[src/rtl/fm_wb_arbiter.sv]
// Purpose : round-robin write-back arbiter from NUM_ROW PE-row guard generators onto
//           one fm buffer write port and one guard buffer write port, with frame beat counting.
// Latency : 1 cycle from grant (valid & ready) to write request on the registered port.
// Backpressure: a port's output register holds while en=1 and its ready is low; no grant
//           is issued to that port until the slot frees, so rows stall on their valid.
//
// Ports:
//   clk, rst                   clock, asynchronous active-high reset
//   start_i / expected_i / base_addr_i   frame start, total data beats, per-row fm base
//   wb_valid_i / wb_data_i / wb_ready_o  per-row fm data handshake (ready one-hot)
//   guard_valid_i / guard_i / guard_ready_o  per-row guard handshake (ready one-hot)
//   fm_wr_en_o / fm_wr_addr_o / fm_wr_data_o / fm_wr_ready_i   registered fm write port
//   gd_wr_en_o / gd_wr_addr_o / gd_wr_data_o / gd_wr_ready_i   registered guard write port
//   busy_o, done_o             frame in progress, single-cycle frame-drained pulse
module fm_wb_arbiter #(
    parameter int NUM_ROW = 8,
    parameter int DATA_W  = 8,
    parameter int GUARD_W = 6,
    parameter int ADDR_W  = 12,
    parameter int GCNT_W  = 8
) (
    input  logic                                clk,
    input  logic                                rst,
    input  logic                                start_i,
    input  logic [15:0]                         expected_i,
    input  logic [NUM_ROW*ADDR_W-1:0]           base_addr_i,
    input  logic [NUM_ROW-1:0]                  wb_valid_i,
    input  logic [NUM_ROW*DATA_W-1:0]           wb_data_i,
    output logic [NUM_ROW-1:0]                  wb_ready_o,
    input  logic [NUM_ROW-1:0]                  guard_valid_i,
    input  logic [NUM_ROW*GUARD_W-1:0]          guard_i,
    output logic [NUM_ROW-1:0]                  guard_ready_o,
    output logic                                fm_wr_en_o,
    output logic [ADDR_W-1:0]                   fm_wr_addr_o,
    output logic [DATA_W-1:0]                   fm_wr_data_o,
    input  logic                                fm_wr_ready_i,
    output logic                                gd_wr_en_o,
    output logic [$clog2(NUM_ROW)+GCNT_W-1:0]   gd_wr_addr_o,
    output logic [GUARD_W-1:0]                  gd_wr_data_o,
    input  logic                                gd_wr_ready_i,
    output logic                                busy_o,
    output logic                                done_o
);

    localparam int IDX_W = $clog2(NUM_ROW);

    typedef enum logic [1:0] {
        ST_IDLE  = 2'd0,
        ST_RUN   = 2'd1,
        ST_DRAIN = 2'd2,
        ST_DONE  = 2'd3
    } state_t;

    // Returns {hit, index}: first asserted request at or after ptr, searching upward
    // with wrap. The loop runs from the farthest distance down so the nearest hit wins.
    function automatic logic [IDX_W:0] rr_pick(input logic [NUM_ROW-1:0] req,
                                               input logic [IDX_W-1:0]   ptr);
        logic [IDX_W:0] res;
        int             idx;
        res = '0;
        for (int k = NUM_ROW - 1; k >= 0; k--) begin
            idx = int'(ptr) + k;
            if (idx >= NUM_ROW) idx = idx - NUM_ROW;
            if (req[IDX_W'(idx)]) res = {1'b1, IDX_W'(idx)};
        end
        return res;
    endfunction

    function automatic logic [IDX_W-1:0] rr_next(input logic [IDX_W-1:0] sel);
        logic [IDX_W-1:0] nxt;
        if (sel == IDX_W'(NUM_ROW - 1)) nxt = '0;
        else                            nxt = sel + 1'b1;
        return nxt;
    endfunction

    // ---------------------------------------------------------------- state
    state_t              r_state;
    state_t              w_state_nxt;
    logic [15:0]         r_expected;
    logic [15:0]         r_beats;
    logic [ADDR_W-1:0]   r_base [NUM_ROW];
    logic [ADDR_W-1:0]   r_fcnt [NUM_ROW];
    logic [GCNT_W-1:0]   r_gcnt [NUM_ROW];
    logic [IDX_W-1:0]    r_rr_d;
    logic [IDX_W-1:0]    r_rr_g;

    logic                r_fm_wr_en;
    logic [ADDR_W-1:0]   r_fm_wr_addr;
    logic [DATA_W-1:0]   r_fm_wr_data;
    logic                r_gd_wr_en;
    logic [IDX_W+GCNT_W-1:0] r_gd_wr_addr;
    logic [GUARD_W-1:0]  r_gd_wr_data;

    // ---------------------------------------------------------------- unpack rows
    logic [DATA_W-1:0]   w_data  [NUM_ROW];
    logic [GUARD_W-1:0]  w_guard [NUM_ROW];
    logic [ADDR_W-1:0]   w_base  [NUM_ROW];

    always_comb begin
        for (int r = 0; r < NUM_ROW; r++) begin
            w_data[r]  = wb_data_i[r*DATA_W +: DATA_W];
            w_guard[r] = guard_i[r*GUARD_W +: GUARD_W];
            w_base[r]  = base_addr_i[r*ADDR_W +: ADDR_W];
        end
    end

    // ---------------------------------------------------------------- arbitration
    logic [IDX_W:0]      w_d_pick;
    logic [IDX_W:0]      w_g_pick;
    logic                w_d_hit;
    logic                w_g_hit;
    logic [IDX_W-1:0]    w_d_sel;
    logic [IDX_W-1:0]    w_g_sel;
    logic                w_d_allow;
    logic                w_g_allow;
    logic                w_d_fire;
    logic                w_g_fire;
    logic                w_start;
    logic [15:0]         w_beats_nxt;

    assign w_d_pick = rr_pick(wb_valid_i, r_rr_d);
    assign w_g_pick = rr_pick(guard_valid_i, r_rr_g);
    assign w_d_hit  = w_d_pick[IDX_W];
    assign w_g_hit  = w_g_pick[IDX_W];
    assign w_d_sel  = w_d_pick[IDX_W-1:0];
    assign w_g_sel  = w_g_pick[IDX_W-1:0];

    // Data grants stop at the frame's beat total so the counter can never overshoot.
    assign w_d_allow = (r_state == ST_RUN) && (r_beats != r_expected)
                     && (!r_fm_wr_en || fm_wr_ready_i);
    assign w_g_allow = ((r_state == ST_RUN) || (r_state == ST_DRAIN))
                     && (!r_gd_wr_en || gd_wr_ready_i);

    assign w_d_fire = w_d_allow && w_d_hit;
    assign w_g_fire = w_g_allow && w_g_hit;
    assign w_start  = (r_state == ST_IDLE) && start_i;

    assign w_beats_nxt = r_beats + {15'd0, w_d_fire};

    assign wb_ready_o    = w_d_fire ? (NUM_ROW'(1) << w_d_sel) : '0;
    assign guard_ready_o = w_g_fire ? (NUM_ROW'(1) << w_g_sel) : '0;

    // ---------------------------------------------------------------- FSM
    always_ff @(posedge clk or posedge rst) begin
        if (rst) r_state <= ST_IDLE;
        else     r_state <= w_state_nxt;
    end

    always_comb begin
        w_state_nxt = r_state;
        case (r_state)
            ST_IDLE: begin
                if (start_i) w_state_nxt = (expected_i == 16'd0) ? ST_DRAIN : ST_RUN;
            end
            ST_RUN: begin
                if (w_beats_nxt == r_expected) w_state_nxt = ST_DRAIN;
            end
            ST_DRAIN: begin
                // Both ports empty and no guard word left upstream: frame is drained.
                if (!r_fm_wr_en && !r_gd_wr_en && (guard_valid_i == '0))
                    w_state_nxt = ST_DONE;
            end
            ST_DONE:  w_state_nxt = ST_IDLE;
            default:  w_state_nxt = ST_IDLE;
        endcase
    end

    assign busy_o = (r_state == ST_RUN) || (r_state == ST_DRAIN);
    assign done_o = (r_state == ST_DONE);

    // ---------------------------------------------------------------- counters
    always_ff @(posedge clk or posedge rst) begin
        if (rst) begin
            r_expected <= '0;
            r_beats    <= '0;
            for (int r = 0; r < NUM_ROW; r++) begin
                r_base[r] <= '0;
                r_fcnt[r] <= '0;
                r_gcnt[r] <= '0;
            end
        end else if (w_start) begin
            r_expected <= expected_i;
            r_beats    <= '0;
            for (int r = 0; r < NUM_ROW; r++) begin
                r_base[r] <= w_base[r];
                r_fcnt[r] <= '0;
                r_gcnt[r] <= '0;
            end
        end else begin
            if (w_d_fire) begin
                r_fcnt[w_d_sel] <= r_fcnt[w_d_sel] + 1'b1;
                r_beats         <= w_beats_nxt;
            end
            if (w_g_fire) r_gcnt[w_g_sel] <= r_gcnt[w_g_sel] + 1'b1;
        end
    end

    // ---------------------------------------------------------------- fm write port
    always_ff @(posedge clk or posedge rst) begin
        if (rst) begin
            r_fm_wr_en   <= 1'b0;
            r_fm_wr_addr <= '0;
            r_fm_wr_data <= '0;
            r_rr_d       <= '0;
        end else if (w_d_fire) begin
            r_fm_wr_en   <= 1'b1;
            r_fm_wr_addr <= r_base[w_d_sel] + r_fcnt[w_d_sel];
            r_fm_wr_data <= w_data[w_d_sel];
            r_rr_d       <= rr_next(w_d_sel);
        end else if (fm_wr_ready_i) begin
            r_fm_wr_en   <= 1'b0;
        end
    end

    // ---------------------------------------------------------------- guard write port
    always_ff @(posedge clk or posedge rst) begin
        if (rst) begin
            r_gd_wr_en   <= 1'b0;
            r_gd_wr_addr <= '0;
            r_gd_wr_data <= '0;
            r_rr_g       <= '0;
        end else if (w_g_fire) begin
            r_gd_wr_en   <= 1'b1;
            r_gd_wr_addr <= {w_g_sel, r_gcnt[w_g_sel]};
            r_gd_wr_data <= w_guard[w_g_sel];
            r_rr_g       <= rr_next(w_g_sel);
        end else if (gd_wr_ready_i) begin
            r_gd_wr_en   <= 1'b0;
        end
    end

    assign fm_wr_en_o   = r_fm_wr_en;
    assign fm_wr_addr_o = r_fm_wr_addr;
    assign fm_wr_data_o = r_fm_wr_data;
    assign gd_wr_en_o   = r_gd_wr_en;
    assign gd_wr_addr_o = r_gd_wr_addr;
    assign gd_wr_data_o = r_gd_wr_data;

endmodule
[config.mk]
export PLATFORM = sky130hd
export DESIGN_NAME = fm_wb_arbiter
export DESIGN_NICKNAME = d
export VERILOG_FILES = /design/src/rtl/fm_wb_arbiter.sv
export SDC_FILE = /design/constraint.sdc
export NUM_CORES = 1
export LEC_CHECK = 0
export CORE_MARGIN = 4
export CORE_UTILIZATION = 52
export CTS_CLUSTER_SIZE = 25
export DETAILED_ROUTE_END_ITERATION = 8
export GPL_ROUTABILITY_DRIVEN = 0
export PLACE_DENSITY = 0.78
export SYNTH_ARGS = -nofsm -noshare
export SYNTH_HDL_FRONTEND = slang
export SYNTH_SLANG_ARGS = --single-unit
[constraint.sdc]
create_clock -name clk -period 13.2 [get_ports clk]
set_input_delay 1.32 -clock clk [delete_from_list [all_inputs] [get_ports clk]]
set_output_delay 1.32 -clock clk [all_outputs]
set_load 0.03 [all_outputs]
Word level (Yosys, flattened, before mapping)
Index checks and enable logic that the tools add are counted.
{"block": "classes", "add_sub_neg": 36, "order_cmp": 36, "eq_ne": 10, "shifts": 2, "n_mux": 120, "bitwise_logic": 2, "reduce_logical": 23}
{"op": "two-way mux 96 bit", "n": 2}
{"op": "two-way mux 64 bit", "n": 2}
{"op": "bitwise mux 96 bit", "n": 1}
{"op": "< comparator 3 x 5 -> 1 bit (second input constant)", "n": 16}
{"op": "binary-select mux 12 bit (select 3 bit)", "n": 2}
{"op": "bitwise mux 64 bit", "n": 1}
{"op": "greater-or-equal comparator 4 bit (second input constant)", "n": 16}
{"op": "two-way mux 4 bit", "n": 16}
{"op": "two-way mux 12 bit", "n": 5}
{"op": "two-way mux 8 bit", "n": 7}
{"op": "two-way mux 3 bit", "n": 18}
{"op": "binary-select mux 1 bit (select 3 bit)", "n": 16}
{"op": "binary-select mux 8 bit (select 3 bit)", "n": 2}
{"op": "subtractor 3 x 1 -> 3 bit (second input constant)", "n": 16}
{"op": "demux 12 bit (select 3 bit)", "n": 1}
{"op": "two-way mux 1 bit", "n": 36}
{"op": "adder 3 x 3 -> 4 bit (second input constant)", "n": 8}
{"op": "two-way mux 16 bit", "n": 2}
{"op": "demux 8 bit (select 3 bit)", "n": 1}
{"op": "binary-select mux 6 bit (select 3 bit)", "n": 1}
{"op": "adder 16 x 1 -> 16 bit", "n": 1}
{"op": "adder 3 x 2 -> 4 bit (second input constant)", "n": 4}
{"op": "equality test 16 bit", "n": 1}
{"op": "logical NOT 16 bit", "n": 1}
{"op": "25 further kinds", "n": 53}
{"block": "totals", "register_bits": 335, "in_bits": 245, "output_inout_bits": 57, "elab_cells": 264}

Logic depth before layout (Yosys ltp)
{"block": "depth", "depth_word": 22, "ltp_mapped": 35, "ltp_nobuf": 26}

Least setup slack after synthesis
No wires, ideal clock.
{"block": "synth_path", "path_kind": "reg2reg", "startpoint": "reg r_rr_d[0]", "endpoint": "reg r_fm_wr_addr[11], in the netlist fm_wr_addr_o[11]", "setup_ns": 0.125, "arrival_ns": 7.219, "required_ns": 13.075, "slack_ns": 5.857, "stages_incl_launch_ff": 35, "path_buffers": 11, "period_less_slack_ns": 7.343, "path_cell_list": "dfrtp_1 > buf_2 > inv_1 > clkbuf_1 > clkbuf_1 > clkbuf_1 > ha_1 > buf_6 > buf_6 > mux2_4 > mux4_2 > mux2i_1 > a31o_2 > a311o_1 > buf_2 > inv_2 > buf_2 > clkbuf_1 > buf_1 > buf_1 > nor2_1 > a31oi_1 > ha_1 > a21o_1 > a21oi_1 > o21bai_1 > a21oi_1 > o21bai_1 > a21oi_1 > o21bai_1 > a21oi_1 > o21ai_0 > xnor2_1 > xnor2_1 > mux2_2"}
{"block": "synth_via", "elab_chain_len": 19, "word_cells_on_any_way": 72, "classes_between": "add/sub (16); order compare (8); mux (46); bitwise (1); reduce/logical (1)"}
{"element": "start, declared", "line_no": "84", "text": "logic [IDX_W-1:0] r_rr_d;"}
{"element": "start signal, assigned", "line_no": "209", "text": "r_rr_d <= rr_next(w_d_sel);"}
{"element": "adder 3 x 3 -> 4 bit", "line_no": "62", "text": "idx = int'(ptr) + k;"}
{"element": "greater-or-equal comparator 4 bit / subtractor 3 x 1 -> 3 bit (equally long branches)", "line_no": "63", "text": "if (idx >= NUM_ROW) idx = idx - NUM_ROW;"}
{"element": "two-way mux 3 bit", "line_no": "63"}
{"element": "binary-select mux 1 bit (select 3 bit)", "line_no": "64", "text": "if (req[IDX_W'(idx)]) res = {1'b1, IDX_W'(idx)};"}
{"element": "two-way mux 1 bit (not written as such) (2 in a row)", "line_no": "64"}
{"element": "two-way mux 4 bit (7 in a row)", "line_no": "64"}
{"element": "two-way mux 4 bit *", "line_no": "64"}
{"element": "NOT 3 -> 4 bit (not written as such)", "line_no": "207", "text": "r_fm_wr_addr <= r_base[w_d_sel] + r_fcnt[w_d_sel];"}
{"element": "binary-select mux 12 bit (select 3 bit)", "line_no": "207"}
{"element": "two-way mux 12 bit (not written as such) (2 in a row)", "line_no": "207"}
{"element": "adder 12 bit", "line_no": "207"}
{"element": "end signal, assigned", "line_no": "207"}
{"element": "end, declared", "line_no": "88", "text": "logic [ADDR_W-1:0] r_fm_wr_addr;"}
Every way passes the cells marked *; elsewhere a longest branch is shown, timed or not. The select of a mux whose other input is x is not followed.
A chain may end at the register's enable or synchronous reset.

Worst setup path in the final report
Same ends and word-level chain as after synthesis.

==> flow_summary.ini <==
[outcome]
run_status = complete, no violations

[setup_path]
crit_fanout = 66
arrival_ns = 8.92
required_ns = 13.62
critPathMaxStageDelay_ns = 0.90
cp_common_cell = a21oi_1
critical-path-slowest-cell = ha_1
critPathTopFamily = compound AO/OA/AOI/OAI gates
crit_buf_inv = 3
startpoint_type = flop
endpoint_kind = flop
crit_type = flop to flop

[synthesis]
synth_ff_type = dfrtp_1
syn_area_mm2 = 0.0199
synth_cell_types = 82
synth_nets = 2561
seq_area_frac_synth_pct = 42.1
synth-seq-cells = 335
synthCells = 2280
synthArstFlopShare_pct = 100
synth_edf_count = 0
syn_avg_cell_area_um2 = 8.73
synth-warning-count = 0

[clock_tree]
post_cts_buffers = 0
path_clk_slew_ns = 0.06
clockRootBuffer = clkbuf_16
postCtsHoldBufs = 0
ctsResizeCount = 0
cts-htree-levels = 2
cts_buffers = 37
cts_tree = done
cts.sinks = 335
insertion_delay_ns = 0.53
max-clock-path-buffers = 3

[die]
core-area_mm2 = 0.0377
num_io_pins = 302
die_w_um = 204
rows = 71
die-area_mm2 = 0.0415
die_h_um = 204
initial_utilization_pct = 52.8

[finish]
fillerInstances = 3067
drive_gt1_share_pct = 7.90
area.growth.synth_to_final_pct = 22.5
final_net_count = 2772
multiInputGateArea_mm2 = 0.0108
n_antenna_cell = 0
ff_latch_area_mm2 = 0.00838

[timing]
worstMarginPinSlew_ns = 1.29
finalHoldViolCount = 0
finalSetupViolations = 0
clock_skew_ns = 0.0181
fin_crit_sh_pct = 64.4
rsz0062_at_grt = no
slew_headroom_pct = 12.9
maxSlewViolCount = 0
max_freq_ghz = 0.118
tns_ns = 0
min_period_ns = 8.50

[global_routing]
grt_pass1_wl_um = 101000
grt_max_degree = 108
grt_pass1_vias = 18400
track_usage_pct = 30.1
antenna_found_initial = 1
overflow = 0

[placement]
port_buffers = 301
dp_hpwl_um = 44600

[route]
drt-wirelength-per-cell_um = 21.2
drc = 0
firstDrtPassIters = 8
vias = 18700
wirelength_um = 64100
drt-vias-per-instance = 6.19
antenna_left = 0
drtIter0Drc = 2136

[job]
max-cap-violations = 0

[worst_hold_path]
hold_class = flop to flop
-- routing by layer --
layer,global-route usage (%),routed length [µm],up-vias
met2,49.1,30300,1090
li1,-,-,8405
met5,0,14,-
met3,6.23,5810,211
met1,39.4,25000,9039
met4,12.2,2950,2
-- cell usage after synthesis (all sizes together) (10+ instances only) --
library cell / number / area (µm²)
nand2: 641 / 2410
dfrtp: 335 / 8380
nor2: 147 / 559
o21ai: 122 / 611
a21oi: 102 / 522
mux2i: 102 / 1020
clkbuf: 100 / 375
nand3: 58 / 295
buf: 53 / 255
mux2: 47 / 533
xor2: 42 / 375
inv: 41 / 154
xnor2: 37 / 332
ha: 35 / 438
a22o: 32 / 280
mux4: 29 / 653
nor3: 27 / 140
a211oi: 25 / 188
and3: 25 / 156
o22ai: 24 / 150
a31oi: 22 / 138
a221oi: 19 / 191
and2: 18 / 113
nor4: 17 / 106
o221ai: 14 / 123
a21o: 13 / 97.6
a311oi: 13 / 131
o211ai: 11 / 82.6
or3: 10 / 62.6
-- cells in the final DEF (no fill, tap or decap), types with 29 or more instances in the layout --
master             n
mux2_2            45
nand3_1           57
xnor2_1           36
xor2_1            41
clkdlybuf4s50_1  301
mux4_2            29
inv_1             35
nor2_1           142
clkbuf_16         38
mux2i_1          102
o21ai_0          116
ha_1              35
a21oi_1           98
nand2_1          640
dfrtp_1          335
a22o_1            32
-- state kept, by name, summed over array words and instances (netlist names) --
signal        count
gd_wr_en_o        1
gd_wr_data_o      6
gd_wr_addr_o     11
r_expected       16
r_rr_d            3
r_state           2
r_beats          16
r_gcnt           64
fm_wr_data_o      8
r_fcnt           96
r_base           96
r_rr_g            3
fm_wr_en_o        1
fm_wr_addr_o     12
-- worst register-to-register path: stages, from the launching register on --
cell and delay, ns:
dfrtp_1 0.32, buf_4 0.44, inv_1 0.60, ha_1 0.90, mux2_2 0.43, mux4_2 0.55, o2111a_1 0.33, o31a_1 0.45
a21o_1 0.29, nor2_4 0.10, buf_4 0.67, o221ai_1 0.22, mux2i_1 0.24, nor2_1 0.07, a31oi_1 0.71, ha_1 0.33
a21o_1 0.13, a21oi_1 0.10, o21bai_1 0.17, a21oi_1 0.12, o21bai_1 0.15, a21oi_1 0.11, o21bai_1 0.14, a21oi_1 0.11
o21ai_0 0.22, xnor2_1 0.17, xnor2_1 0.08, mux2_2 0.27
-- stage by stage --
stage               cells  hold slack, ns  instance area [µm²]  util, %  worst slack [ns]
CTS                  3029           0.475                24400     64.7              4.86
global route         3029           0.497                24400     64.7              4.19
global placement     2963           0.454                23200     61.5              5.14
detailed placement   2963           0.461                23200     61.5              4.85
finish               3029           0.476                24400     64.7              4.70
floorplan            2280           0.440                19900        -              2.60
-- final timing paths --
check                      cells past startpoint  startpoint               end  slack, ns
max                                           27   r_rr_d[0]  fm_wr_addr_o[11]       4.70
min                                            2   r_base[8]         r_base[8]       0.48
max reg2reg                                   27   r_rr_d[0]  fm_wr_addr_o[11]       4.70
min reg2reg                                    2   r_base[8]         r_base[8]       0.48
max in group asynchronous                      3         rst         r_fcnt[1]      10.33
min in group asynchronous                      2         rst        r_base[60]       1.31
-- layout make-up --
type                       count  share of cell area [%]
multi-input combinational   1751                    44.2
tap                          511                    2.62
clock inverter                15                   0.718
clock buffer                  51                    4.30
inverter                      41                   0.662
sequential                   335                    34.4
timing repair buffer         325                    13.1
-- logic make-up after synthesis --
| kind of cell | Yosys count | synth area share [%] |
|---|---|---|
| XOR/XNOR | 79 | 3.55 |
| flip-flops | 335 | 42.1 |
| AND/OR/NAND/NOR | 984 | 20.9 |
| buffers and inverters | 194 | 3.94 |
| adder cells (fa/ha/maj) | 36 | 2.30 |
| AO/OA/AOI/OAI | 474 | 16.1 |
| multiplexers | 178 | 11.1 |
Power is left out: the tool's default activity adds up to more than one toggle a clock period on the data nets, which glitch-free logic cannot reach.
==> variant, RTL diff (config.mk and constraints unchanged) <==
Reset style: synchronous (`rst`), changed in 4 clocked blocks. Comments in the files are not updated.
--- a/src/rtl/fm_wb_arbiter.sv
+++ b/src/rtl/fm_wb_arbiter.sv
@@ -143,3 +143,3 @@
     // ---------------------------------------------------------------- FSM
-    always_ff @(posedge clk or posedge rst) begin
+    always_ff @(posedge clk) begin
         if (rst) r_state <= ST_IDLE;
@@ -171,3 +171,3 @@
     // ---------------------------------------------------------------- counters
-    always_ff @(posedge clk or posedge rst) begin
+    always_ff @(posedge clk) begin
         if (rst) begin
@@ -198,3 +198,3 @@
     // ---------------------------------------------------------------- fm write port
-    always_ff @(posedge clk or posedge rst) begin
+    always_ff @(posedge clk) begin
         if (rst) begin
@@ -215,3 +215,3 @@
     // ---------------------------------------------------------------- guard write port
-    always_ff @(posedge clk or posedge rst) begin
+    always_ff @(posedge clk) begin
         if (rst) begin
Formal check against the unedited RTL: not equivalent (a bounded check fails within 4 cycles, from zero or initial values and one cycle with rst high; the reset may be asserted at any time).
==> variant against the original RTL <==
- wire length decreased by 15%
- highest routed layer is now met4
- sequential cell count unchanged
- cell area shrank 3.7%
- area after synthesis shrank 4.1%
- via count decreased by 18%
- largest cell class is now flip-flops and latches
- worst setup slack worse by 0.17 ns
- maximum frequency shrank 2.0%
- count of clock-buffer cells in the layout shrank 5
Power is not shown: default switching activity piles up to over one toggle a cycle in this logic, so the estimate is an artifact.
==> variant: results (changes against the original RTL) <==
share of synthesized registers carrying an async set or reset=0 (was 1.00); slowest CP cell=sky130_fd_sc_hd__dfxtp_1 (was sky130_fd_sc_hd__ha_1); Synth Area in XOR/XNOR=0.0389 (was 0.0355); filler cell count=2791 (was 3067); Crit Path Max Fanout=54 (was 66); Layout Skew=0.0208 ns (was 0.0181 ns); ratio of routed vias to standard cells=6.02 (was 6.19); multi-input combinational cell count=1332 (was 1751); # clk buffers=46 (was 51); signed area change from the synthesized netlist to the final layout=23.1% (was 22.5%); outcome=finished clean (unchanged); Final nets=2334 (was 2772); multiplexer area fraction after synthesis=0.123 (was 0.111); width of the chip=200 um (was 204 um); NonClk Buf Share=0.133 (was 0.131); Gate Count Post-Synth=1817 (was 2280); number of distinct library cells after synthesis=95 (was 82); non-filler cells, final=2542 (was 3029); number of enable-type register cells in the synthesized netlist=256 (was 0); detailed-router iteration count before antenna repair=6 (was 8); cell types with the highest counts after synthesis=sky130_fd_sc_hd__edfxtp_1, sky130_fd_sc_hd__nor2_1, sky130_fd_sc_hd__nand2_1, sky130_fd_sc_hd__mux2i_1, sky130_fd_sc_hd__and2_1 (was sky130_fd_sc_hd__nand2_1, sky130_fd_sc_hd__dfrtp_1, sky130_fd_sc_hd__nor2_1, sky130_fd_sc_hd__o21ai_0, sky130_fd_sc_hd__mux2i_1); initial DRC count=1480 (was 2136); Logic inverters=32 (was 41); reg-to-reg critical path startpoint=r_rr_d[0]$_SDFFE_PP0P_ (was r_rr_d[0]$_DFFE_PP0P_); arithmetic-cell share of the synthesized area counting full adders, half adders and majority gates=0.0240 (was 0.0230); Final Routed Wirelength=54300 um (was 64100 um); Worst Reg2Reg Path Length in Cells=26 (was 27); cts bufs inserted=36 (was 37); headroom to the max-slew limit=0.219 (was 0.129); first-pass GRT wire length=82800 um (was 101000 um); buffer count excluding the clock tree in the final layout=316 (was 325); Post-Place Cells=2476 (was 2963); Min-Delay Startpoint=gd_wr_addr_o[6]$_SDFFE_PP0P_ (was r_base[8]$_DFFE_PP0P_); storage element area=9270 um2 (was 8380 um2); number of flip-flops and latches=335 (unchanged); number of global-route vias before repair=14827 (was 18414); Primary FF master, synth=sky130_fd_sc_hd__edfxtp_1 (was sky130_fd_sc_hd__dfrtp_1); arrival time of data at the critical path endpoint=9.06 ns (was 8.92 ns); placed standard-cell area=22300 um2 (was 23200 um2); Synth Net Count=2098 (was 2561); setup slack at placement=4.70 ns (was 4.85 ns); maximum number of pins on one net before global-route repair=89 (was 108); post-synthesis compound-gate area fraction=0.104 (was 0.161); H-tree level count=2 (unchanged); clock network area share=0.0517 (was 0.0502); area of combinational cells with multiple inputs=9190 um2 (was 10800 um2); register area share after synthesis=0.485 (was 0.421); max incr delay on CP=1.10 ns (was 0.90 ns); initial antenna violation count=0 (was 1); Tot GR Track Use=0.262 (was 0.301); Antenna Cells=0 (unchanged); layout cells sized above 1=0.0870 (was 0.0790)
==> variant: cell count changes after synthesis, sizes merged, moves of 26 or more <==
cell    unedited run  this run
nand2            641       195
dfrtp            335         0
edfxtp             0       256
nor2             147       261
o21ai            122        28
and2              18        98
dfxtp              0        79
a21oi            102        36
mux2i            102       154
clkbuf           100        63
mux2              47        18
nor2b              4        30
==> variant: worst paths after layout <==
| check | slack [ns] | to |
|---|---|---|
| min | 0.49 | gd_wr_addr_o[6]$_SDFFE_PP0P_ |
| max | 4.53 | fm_wr_addr_o[11]$_SDFFE_PP0P_ |
| min reg2reg | 0.49 | gd_wr_addr_o[6]$_SDFFE_PP0P_ |
| max reg2reg | 4.53 | fm_wr_addr_o[11]$_SDFFE_PP0P_ |
==> variant: per-layer routing <==
metal / GRT usage / part of all wire / vias up
met5: 0 / 0 / -
met4: 0.0727 / 0.026 / 0
met3: 0.0351 / 0.073 / 121
met2: 0.438 / 0.49 / 733
met1: 0.363 / 0.41 / 7346
li1: - / - / 7104
